==> src/rtl/stk_ram_rsp_if.sv <==
// Stack spill/fill RAM port: write bursts and read bursts from the stack controller,
// with read data returned on rd_ack.
interface StkRamIf #(
  parameter int unsigned AW = 5,
  parameter int unsigned DW = 98
);
  logic          wr_vld;
  logic [AW-1:0] wr_adr;
  logic [DW-1:0] wr_dat;
  logic          wr_rdy;
  logic          rd_vld;
  logic [AW-1:0] rd_adr;
  logic          rd_rdy;
  logic          rd_ack;
  logic [DW-1:0] rd_dat;

  modport Master (
    output wr_vld, wr_adr, wr_dat, rd_vld, rd_adr,
    input  wr_rdy, rd_rdy, rd_ack, rd_dat
  );

  modport Slave (
    input  wr_vld, wr_adr, wr_dat, rd_vld, rd_adr,
    output wr_rdy, rd_rdy, rd_ack, rd_dat
  );
endinterface

==> src/rtl/stk_ram_rsp.sv <==
// Responder for the stack spill/fill RAM: zero sweep after reset, write/read service
// with backpressure, fixed-latency read return and a sticky out-of-range flag.
module stk_ram_rsp #(
  parameter int unsigned DW        = 98,
  parameter int unsigned RAM_DEPTH = 24,
  parameter int unsigned AW        = $clog2(RAM_DEPTH + 8),
  parameter int unsigned RD_LAT    = 1
) (
  input  logic   clk,
  input  logic   rst_n,
  input  logic   clear,
  input  logic   ext_stall,
  StkRamIf.Slave stk_ram_if,
  output logic   init_done,
  output logic   err_oor
);

  localparam int unsigned   CW       = (RAM_DEPTH > 1) ? $clog2(RAM_DEPTH) : 1;
  localparam logic [AW-1:0] DEPTH_A  = AW'(RAM_DEPTH);
  localparam logic [CW-1:0] LAST_IDX = CW'(RAM_DEPTH - 1);

  typedef enum logic {
    ST_INIT,
    ST_RUN
  } state_e;

  state_e        r_state;
  state_e        w_state_nxt;
  logic [CW-1:0] r_cnt;
  logic [CW-1:0] w_cnt_nxt;

  logic [DW-1:0] r_mem [RAM_DEPTH];

  logic              w_run;
  logic              w_port_ok;
  logic              w_wr_acc;
  logic              w_rd_acc;
  logic              w_wr_in;
  logic              w_rd_in;
  logic [DW-1:0]     w_rd_dat;
  logic              r_err;
  logic [RD_LAT-1:0] r_pvld;
  logic [DW-1:0]     r_pdat [RD_LAT];

  // State register and sweep counter
  always_ff @(posedge clk or negedge rst_n) begin
    if (!rst_n) begin
      r_state <= ST_INIT;
      r_cnt   <= '0;
    end else begin
      r_state <= w_state_nxt;
      r_cnt   <= w_cnt_nxt;
    end
  end

  // Next state: sweep one word per cycle, then stay in RUN until reset
  always_comb begin
    w_state_nxt = r_state;
    w_cnt_nxt   = r_cnt;
    case (r_state)
      ST_INIT: begin
        w_cnt_nxt = r_cnt + 1'b1;
        if (r_cnt == LAST_IDX) begin
          w_state_nxt = ST_RUN;
          w_cnt_nxt   = '0;
        end
      end
      ST_RUN:  w_state_nxt = ST_RUN;
      default: w_state_nxt = ST_INIT;
    endcase
  end

  assign w_run     = (r_state == ST_RUN);
  assign w_port_ok = w_run && !ext_stall && !clear;

  assign stk_ram_if.wr_rdy = w_port_ok;
  assign stk_ram_if.rd_rdy = w_port_ok && !stk_ram_if.wr_vld;

  assign w_wr_acc = stk_ram_if.wr_vld && w_port_ok;
  assign w_rd_acc = stk_ram_if.rd_vld && w_port_ok && !stk_ram_if.wr_vld;
  assign w_wr_in  = (stk_ram_if.wr_adr < DEPTH_A);
  assign w_rd_in  = (stk_ram_if.rd_adr < DEPTH_A);

  // Out-of-range reads return zero rather than aliasing onto a real word
  assign w_rd_dat = w_rd_in ? r_mem[CW'(stk_ram_if.rd_adr)] : '0;

  // Storage: zero sweep during INIT, accepted in-range writes during RUN
  always_ff @(posedge clk) begin
    if (r_state == ST_INIT) begin
      r_mem[r_cnt] <= '0;
    end else if (w_wr_acc && w_wr_in) begin
      r_mem[CW'(stk_ram_if.wr_adr)] <= stk_ram_if.wr_dat;
    end
  end

  // Sticky range error; clear takes priority over a same-cycle set
  always_ff @(posedge clk or negedge rst_n) begin
    if (!rst_n) begin
      r_err <= 1'b0;
    end else if (clear) begin
      r_err <= 1'b0;
    end else if ((w_wr_acc && !w_wr_in) || (w_rd_acc && !w_rd_in)) begin
      r_err <= 1'b1;
    end
  end

  // Read return pipeline; data stages only load on a valid so rd_dat holds between acks
  always_ff @(posedge clk or negedge rst_n) begin
    if (!rst_n) begin
      r_pvld <= '0;
      for (int i = 0; i < int'(RD_LAT); i++) begin
        r_pdat[i] <= '0;
      end
    end else begin
      r_pvld[0] <= w_rd_acc;
      if (w_rd_acc) begin
        r_pdat[0] <= w_rd_dat;
      end
      for (int i = 1; i < int'(RD_LAT); i++) begin
        r_pvld[i] <= r_pvld[i-1] && !clear;
        if (r_pvld[i-1] && !clear) begin
          r_pdat[i] <= r_pdat[i-1];
        end
      end
    end
  end

  assign stk_ram_if.rd_ack = r_pvld[RD_LAT-1];
  assign stk_ram_if.rd_dat = r_pdat[RD_LAT-1];
  assign init_done         = w_run;
  assign err_oor           = r_err;

endmodule

==> src/flat_wrapper.sv <==
// flat-port wrapper written by rule: the top's interface ports become plain ports
module stk_ram_rsp_flat 
#(
  parameter int unsigned DW        = 98,
  parameter int unsigned RAM_DEPTH = 24,
  parameter int unsigned AW        = $clog2(RAM_DEPTH + 8),
  parameter int unsigned RD_LAT    = 1
)
  (clk, rst_n, clear, ext_stall, init_done, err_oor, stk_ram_if_wr_vld, stk_ram_if_wr_adr, stk_ram_if_wr_dat, stk_ram_if_rd_vld, stk_ram_if_rd_adr, stk_ram_if_wr_rdy, stk_ram_if_rd_rdy, stk_ram_if_rd_ack, stk_ram_if_rd_dat);
  StkRamIf #(.AW(AW), .DW(DW)) stk_ram_if_i ();
  input  logic clk;
  input  logic rst_n;
  input  logic clear;
  input  logic ext_stall;
  output logic init_done;
  output logic err_oor;
  input wire logic [$bits(stk_ram_if_i.wr_vld)-1:0] stk_ram_if_wr_vld;
  input wire logic [$bits(stk_ram_if_i.wr_adr)-1:0] stk_ram_if_wr_adr;
  input wire logic [$bits(stk_ram_if_i.wr_dat)-1:0] stk_ram_if_wr_dat;
  input wire logic [$bits(stk_ram_if_i.rd_vld)-1:0] stk_ram_if_rd_vld;
  input wire logic [$bits(stk_ram_if_i.rd_adr)-1:0] stk_ram_if_rd_adr;
  output wire logic [$bits(stk_ram_if_i.wr_rdy)-1:0] stk_ram_if_wr_rdy;
  output wire logic [$bits(stk_ram_if_i.rd_rdy)-1:0] stk_ram_if_rd_rdy;
  output wire logic [$bits(stk_ram_if_i.rd_ack)-1:0] stk_ram_if_rd_ack;
  output wire logic [$bits(stk_ram_if_i.rd_dat)-1:0] stk_ram_if_rd_dat;
  assign stk_ram_if_i.wr_vld = stk_ram_if_wr_vld;
  assign stk_ram_if_i.wr_adr = stk_ram_if_wr_adr;
  assign stk_ram_if_i.wr_dat = stk_ram_if_wr_dat;
  assign stk_ram_if_i.rd_vld = stk_ram_if_rd_vld;
  assign stk_ram_if_i.rd_adr = stk_ram_if_rd_adr;
  assign stk_ram_if_wr_rdy = stk_ram_if_i.wr_rdy;
  assign stk_ram_if_rd_rdy = stk_ram_if_i.rd_rdy;
  assign stk_ram_if_rd_ack = stk_ram_if_i.rd_ack;
  assign stk_ram_if_rd_dat = stk_ram_if_i.rd_dat;
  stk_ram_rsp #(.DW(DW), .RAM_DEPTH(RAM_DEPTH), .AW(AW), .RD_LAT(RD_LAT)) u_core (.clk(clk), .rst_n(rst_n), .clear(clear), .ext_stall(ext_stall), .stk_ram_if(stk_ram_if_i), .init_done(init_done), .err_oor(err_oor));
endmodule
==> config.mk <==
export PLATFORM = sky130hd
export DESIGN_NAME = stk_ram_rsp_flat
export DESIGN_NICKNAME = d
export VERILOG_FILES = /design/src/rtl/stk_ram_rsp_if.sv /design/src/rtl/stk_ram_rsp.sv /design/src/flat_wrapper.sv
export SDC_FILE = /design/constraint.sdc
export NUM_CORES = 2
export LEC_CHECK = 0
export CORE_MARGIN = 2
export CORE_UTILIZATION = 66
export CTS_CLUSTER_SIZE = 28
export DETAILED_ROUTE_END_ITERATION = 8
export PLACE_DENSITY = 0.89
export SLEW_MARGIN = 15
export SYNTH_ARGS = -nofsm -noshare
export SYNTH_HDL_FRONTEND = slang
export SYNTH_SLANG_ARGS = --single-unit
==> constraint.sdc <==
create_clock -name clk -period 10.45 [get_ports clk]
set_clock_uncertainty 0.05 [all_clocks]
set_input_delay 1.045 -clock clk [delete_from_list [all_inputs] [get_ports clk]]
set_output_delay 1.045 -clock clk [all_outputs]
set_load 0.05 [all_outputs]
==> flow_summary.json <==
{
  "final_net_count": 5727,
  "tightest_slew_ps": 1351,
  "grt_max_degree": 144,
  "drive_above_1_share": 0.09680,
  "timing.critical_path.mode_cell": "buf_4",
  "dieHeight_um": 384.3,
  "final-max-slew-violation-count": 0,
  "crit_chain": "buf_8 -> buf_4 -> nor2b_4 -> buf_4 -> buf_4 -> a21oi_1 -> nand3_1 -> a41oi_1",
  "grt_use_total": 0.3544,
  "reg2reg_depth": 7,
  "crit_type": "in2reg",
  "ir_worst_vdd_mv": 0.1454,
  "cts_buffers": 218,
  "instances_no_fill": 7709,
  "worstReg2RegEnd": "u_core.r_mem[0][77]",
  "crit_fanout": 76,
  "rsz0062_at_grt": "false",
  "antenna_found_initial": 3,
  "crit_arrival_ps": 5400,
  "yosysWarningCount": 0,
  "critical-path-slowest-cell": "buf_4",
  "post_cts_buffers": 0,
  "cts-htree-levels": 4,
  "clock_sinks": 2458,
  "start_kind": "input pin",
  "synthCells": 5422,
  "rows": 139,
  "holdBufCountCts": 0,
  "io_pins": 217,
  "die-area_mm2": 0.1477,
  "gp_congestion": 0.7950,
  "clkTransAtPathRegs_ps": 70,
  "die_w_um": 384.3,
  "min_path_type": "in2async",
  "powerDensity_mw_per_mm2": 184.3,
  "clk_latency_ps": 880,
  "clockBufferDepth": 3,
  "core-area_mm2": 0.1437,
  "vias_per_cell": 7.353,
  "drt_iter0_drc": 9850,
  "gr-total-overflow": 0,
  "leakagePower_nw": 41.05,
  "place_inst": 7294,
  "io_buffers": 216,
  "ys_seq_area_frac": 0.7677,
  "cap_violations": 0,
  "critical_path.max_stage_delay_ps": 1020,
  "period_share": 0.4564,
  "fmaxAchievable_ghz": 0.2097,
  "dp_hpwl_mm": 122.4,
  "tns_ps": 0,
  "cp_top_family": "buffers and inverters",
  "syn_avg_cell_area_um2": 17.61,
  "hold_viol": 0,
  "relSlewSlack": 0.09930,
  "antennaDiodeCount": 0,
  "initial_utilization": 0.6645,
  "synthArstFlopShare": 0.04312,
  "via_count": 56680,
  "grt_pass1_vias": 57620,
  "grt_first_pass_wirelength_mm": 378.3,
  "firstDrtPassIters": 9,
  "cts_tree": "built",
  "cts_root_buf": "clkbuf_16",
  "fillerInstances": 7032,
  "wl_per_cell_um": 34.10,
  "endpoint_kind": "flop",
  "critPathBufInv": 4,
  "r2r_slack_ps": 5940,
  "syn2layout_area_growth_pct": 11.83,
  "detail-route-antenna-nets": 0,
  "violations": "DRC",
  "fin_crit_ps": 4770,
  "synthesis.nets": 5537,
  "synthFlopType": "edfxtp_1",
  "routed_wl_mm": 262.9,
  "setup_viol": 0,
  "synth_cell_types": 37,
  "required_ps": 11080,
  "r2r_start": "u_core.init_done",
  "status": "finished, violations left",
  "synth_seq_cells": 2458,
  "synth_edf_count": 2352,
  "cts_resized": 0,
  "drc": 15,
  "synth.cell_area_mm2": 0.09546
}
power breakdown:
part           internal, W  total [W]  switching, W
combinational     0.000262   0.000829      0.000567
sequential          0.0107     0.0107     0.0000146
clock              0.00450    0.00812       0.00363
cells by family (layout without fill, tap and decap cells):
logic type	Yosys count	after routing	share of synthesized area
flops	2458	2458	0.7677
mux	1087	1087	0.1269
simple gates	846	846	0.03949
compound gates	695	695	0.04949
buf+inv	334	718	0.01621
fa+ha+maj	1	1	0.0001311
xor+xnor	1	1	0.00009177
placed cells by master, fill, tap and decap left out, types with 99 or more instances in the layout:
cell / instances
mux2i_1: 984
edfxtp_1: 2352
a41oi_1: 99
clkdlybuf4s50_1: 211
and2_1: 99
a21oi_1: 296
a22oi_1: 196
clkbuf_16: 220
nand3_1: 197
nand2_1: 494
dfrtp_1: 106
per-stage QoR:
step	util	cell area, um^2	hold WS (ps)	total power (W)	worst slack [ps]
final	0.7431	106800	228.4	0.01967	5680
after global routing	0.7431	106800	261.0	0.01997	5771
after CTS	0.7430	106700	204.2	0.01960	5961
after detailed placement	0.6928	99520	522.2	0.01171	5068
after global placement	0.6928	99520	497.7	0.01169	5169
after floorplan	-	95460	476.0	0.01142	3364
synthesized netlist by cell type (3+ instances only):
cell type  count  share of area
mux2i_1      984           0.10
nand3_1      197          0.010
dfrtp_1      106          0.028
nor2b_1        7        0.00046
nand2b_1       3        0.00020
and2_1       101         0.0066
inv_1          5        0.00020
mux2_2         5        0.00059
buf_4         16         0.0013
buf_2        163         0.0085
a41oi_1       99         0.0091
mux4_2        98          0.023
a22oi_1      196          0.015
nand3b_1       4        0.00031
buf_6          4        0.00047
buf_1          8        0.00031
nand2_1      495          0.019
o2111ai_1     98         0.0090
nor2_1        26         0.0010
nor3b_1        5        0.00039
edfxtp_1    2352           0.74
clkbuf_1     138         0.0054
a21oi_1      296          0.016
area by class of cell:
type	count	area, um^2	share of cell area
clock inverters	110	1072	0.01004
well taps	1903	2381	0.02230
inverters	5	18.77	0.0001758
clock buffers	304	6141	0.05753
repair buffers	299	2990	0.02801
multi-input cells	2630	20870	0.1955
flip-flops and latches	2458	73280	0.6865
flip-flops by register name, indices dropped and copies added, names as in the netlist:
| signal | flops |
|---|---|
| u_core.init_done | 1 |
| u_core.r_mem | 2352 |
| u_core.stk_ram_if.rd_ack | 1 |
| u_core.stk_ram_if.rd_dat | 98 |
| u_core.err_oor | 1 |
| u_core.r_cnt | 5 |
worst reg2reg max path, cell delays in order (launching register included):
cell     delay [ps]
dfrtp_1         520
nor3b_4         440
and3_4          460
a32oi_1         150
buf_4           210
nor2_4          610
buf_4           990
buf_4           680
worst max path at each step:
stage                     cells past startpoint                           to  slack [ps]            startpoint
after floorplan                               4          u_core.r_mem[18][0]        3360             ext_stall
after global placement                        7          u_core.r_mem[6][82]        5170                 clear
after detailed placement                      7         u_core.r_mem[22][37]        5070                 clear
after CTS                                     7         u_core.r_mem[22][48]        5960                 clear
after global routing                          8          u_core.r_mem[0][77]        5770                 clear
final                                         8  u_core.stk_ram_if.rd_dat[0]        5680  stk_ram_if_rd_adr[2]
layer usage:
metal	GRT usage	share of wire
met3	0.1044	0.15
met4	0.2024	0.065
met1	0.4493	0.32
met5	0.0009747	0.000027
met2	0.5520	0.47
No activity file was read; power rests on OpenSTA's default activity.
==> edit: new RTL, config.mk and constraints unchanged <==
Reset style: synchronous (`rst_n`), changed in 3 clocked blocks.
--- a/src/rtl/stk_ram_rsp.sv
+++ b/src/rtl/stk_ram_rsp.sv
@@ -44,5 +44,5 @@
 
   // State register and sweep counter
-  always_ff @(posedge clk or negedge rst_n) begin
+  always_ff @(posedge clk) begin
     if (!rst_n) begin
       r_state <= ST_INIT;
@@ -95,5 +95,5 @@
 
   // Sticky range error; clear takes priority over a same-cycle set
-  always_ff @(posedge clk or negedge rst_n) begin
+  always_ff @(posedge clk) begin
     if (!rst_n) begin
       r_err <= 1'b0;
@@ -106,5 +106,5 @@
 
   // Read return pipeline; data stages only load on a valid so rd_dat holds between acks
-  always_ff @(posedge clk or negedge rst_n) begin
+  always_ff @(posedge clk) begin
     if (!rst_n) begin
       r_pvld <= '0;
Check against the original RTL: not settled (the Yosys comparison gave no result); the edit may change what the design does.
==> edit against the unedited design <==
  * Design area decreased by 1.2%
  * Area after synthesis decreased by 1.6%
  * Sequential cell count unchanged
  * Count of clock-buffer cells in the layout decreased by 17
  * Worst setup slack got worse by 1.6 ns
  * Worst hold slack improved by 0.27 ns
  * Fmax decreased by 25%
  * First-iteration DRC count decreased by 3.1%
  * Total power increased by 1.4%
  * Non-clock buffer count increased by 1
  * Wire length increased by 0.95%
  * Die area decreased by 1.6%
==> edit: results (changes against the unedited design) <==
The maximum fanout count along the critical path was 72 (-5.3%). The final cell count without fillers is 6583 (-15%). The startpoint identified for the worst register-to-register timing path is u_core.init_done. The worst setup path is of the flip-flop to flip-flop kind. The logs give 4.12 ns (-1.82 ns) for the reg2reg setup slack and 0.00431 W (+2.5%) for the net load switching power. The met2 layer wire length in the routed design is 129000 um (+5.5%). The number of antenna violations at the first check in global routing came out at 11 (+8). The number of enable-type register cells in the synthesized netlist came out at 2450 (+4.2%).

In this run the critical register-to-register path is captured at u_core.r_mem[12][46]. The run gives 49900 (-13%) as the number of global-route vias before repair. The final wirelength was 265000 um (+0.95%). The met2 track utilization from global routing was 59.2% (+4.0 points).

The power density normalized to cell area is 189 nW/um2 (+2.6%). The sequential area share after synthesis was 78.5% (+1.8 points); the data arrival time of the critical path was 6.73 ns (+1.33 ns). The tools report the met3 usage in global routing as 8.53% (-1.9 points). The length in cells of the worst reg-to-reg path was 8 (+1); the HPWL after detailed placement was 124000 um (+0.97%). The time the worst path needs with I/O delays and setup works out to 6.33 ns (+1.56 ns). The synthesized area per cell is 22.3 um2 (+27%), and the fraction of layout instances using a drive strength above 1 is 21.5% (+12 points).

The tools report the all-layer global routing usage as 37.0% (+1.6 points). In this run the worst hold path is classified as flip-flop to flip-flop. The highest cell delay on the worst timing path is 0.99 ns (-0.03 ns), and the clock latency at the later pin of the worst-skew pair is 0.86 ns (-0.02 ns). The wire length of the first global-routing pass came out at 378000 um (about the same). The logs give 0.494 ns (+0.266 ns) for the final hold slack and 6623 (-5.8%) for the number of fillers in the final layout.

The run gives 49.1% (+4.2 points) as the global routing met1 resource utilization. The flow ran to the end, and the final reports show no timing, DRC or antenna violations. The compound-cell area share of the yosys netlist came out at 2.05% (-2.9 points).

The tools report the proportion of power drawn by the clock network as 41.4% (about the same). The detailed router's first-iteration violation count was 9541 (-3.1%). For the peak ir drop on the vdd network, the log shows 0.164 mV (+13%).

The run gives 6 (-3) as the first-pass iteration count of the detailed router. The routed length on met3 was 34900 um (-12%). The fraction of registers with async set or reset after synthesis was 0% (-4.3 points).
edit: cell count changes in the layout (fill, tap and decap cells not counted), moves of 62 or more:
cell / delta
a21oi_1: -293
o211ai_1: +62
a22oi_1: -72
nand2_1: -390
edfxtp_1: +98
mux2_2: +94
mux2i_1: -596
nand3_1: -133
dfrtp_1: -106
mux4_2: +366
o2111ai_1: -98
a41oi_1: -99
edit: layout make-up:
cell class / count / area, um2 / share of cell area (%)
inverters: 4 / 15.0 / 0.0142
diodes: 3 / 7.51 / 0.00712
clock buffers: 287 / 5880 / 5.58
clock inverters: 123 / 1210 / 1.15
multi-input cells: 1518 / 19300 / 18.3
repair buffers: 300 / 2960 / 2.80
flip-flops and latches: 2458 / 73700 / 69.9
well taps: 1890 / 2360 / 2.24
edit: critical path, delay by kind of cell, from the launching register on:
kind | cells | cell delay [ns]
multiplexers | 1 | 0.59
AND/OR/NAND/NOR | 3 | 1.77
flip-flops | 1 | 0.67
buffers and inverters | 4 | 2.73
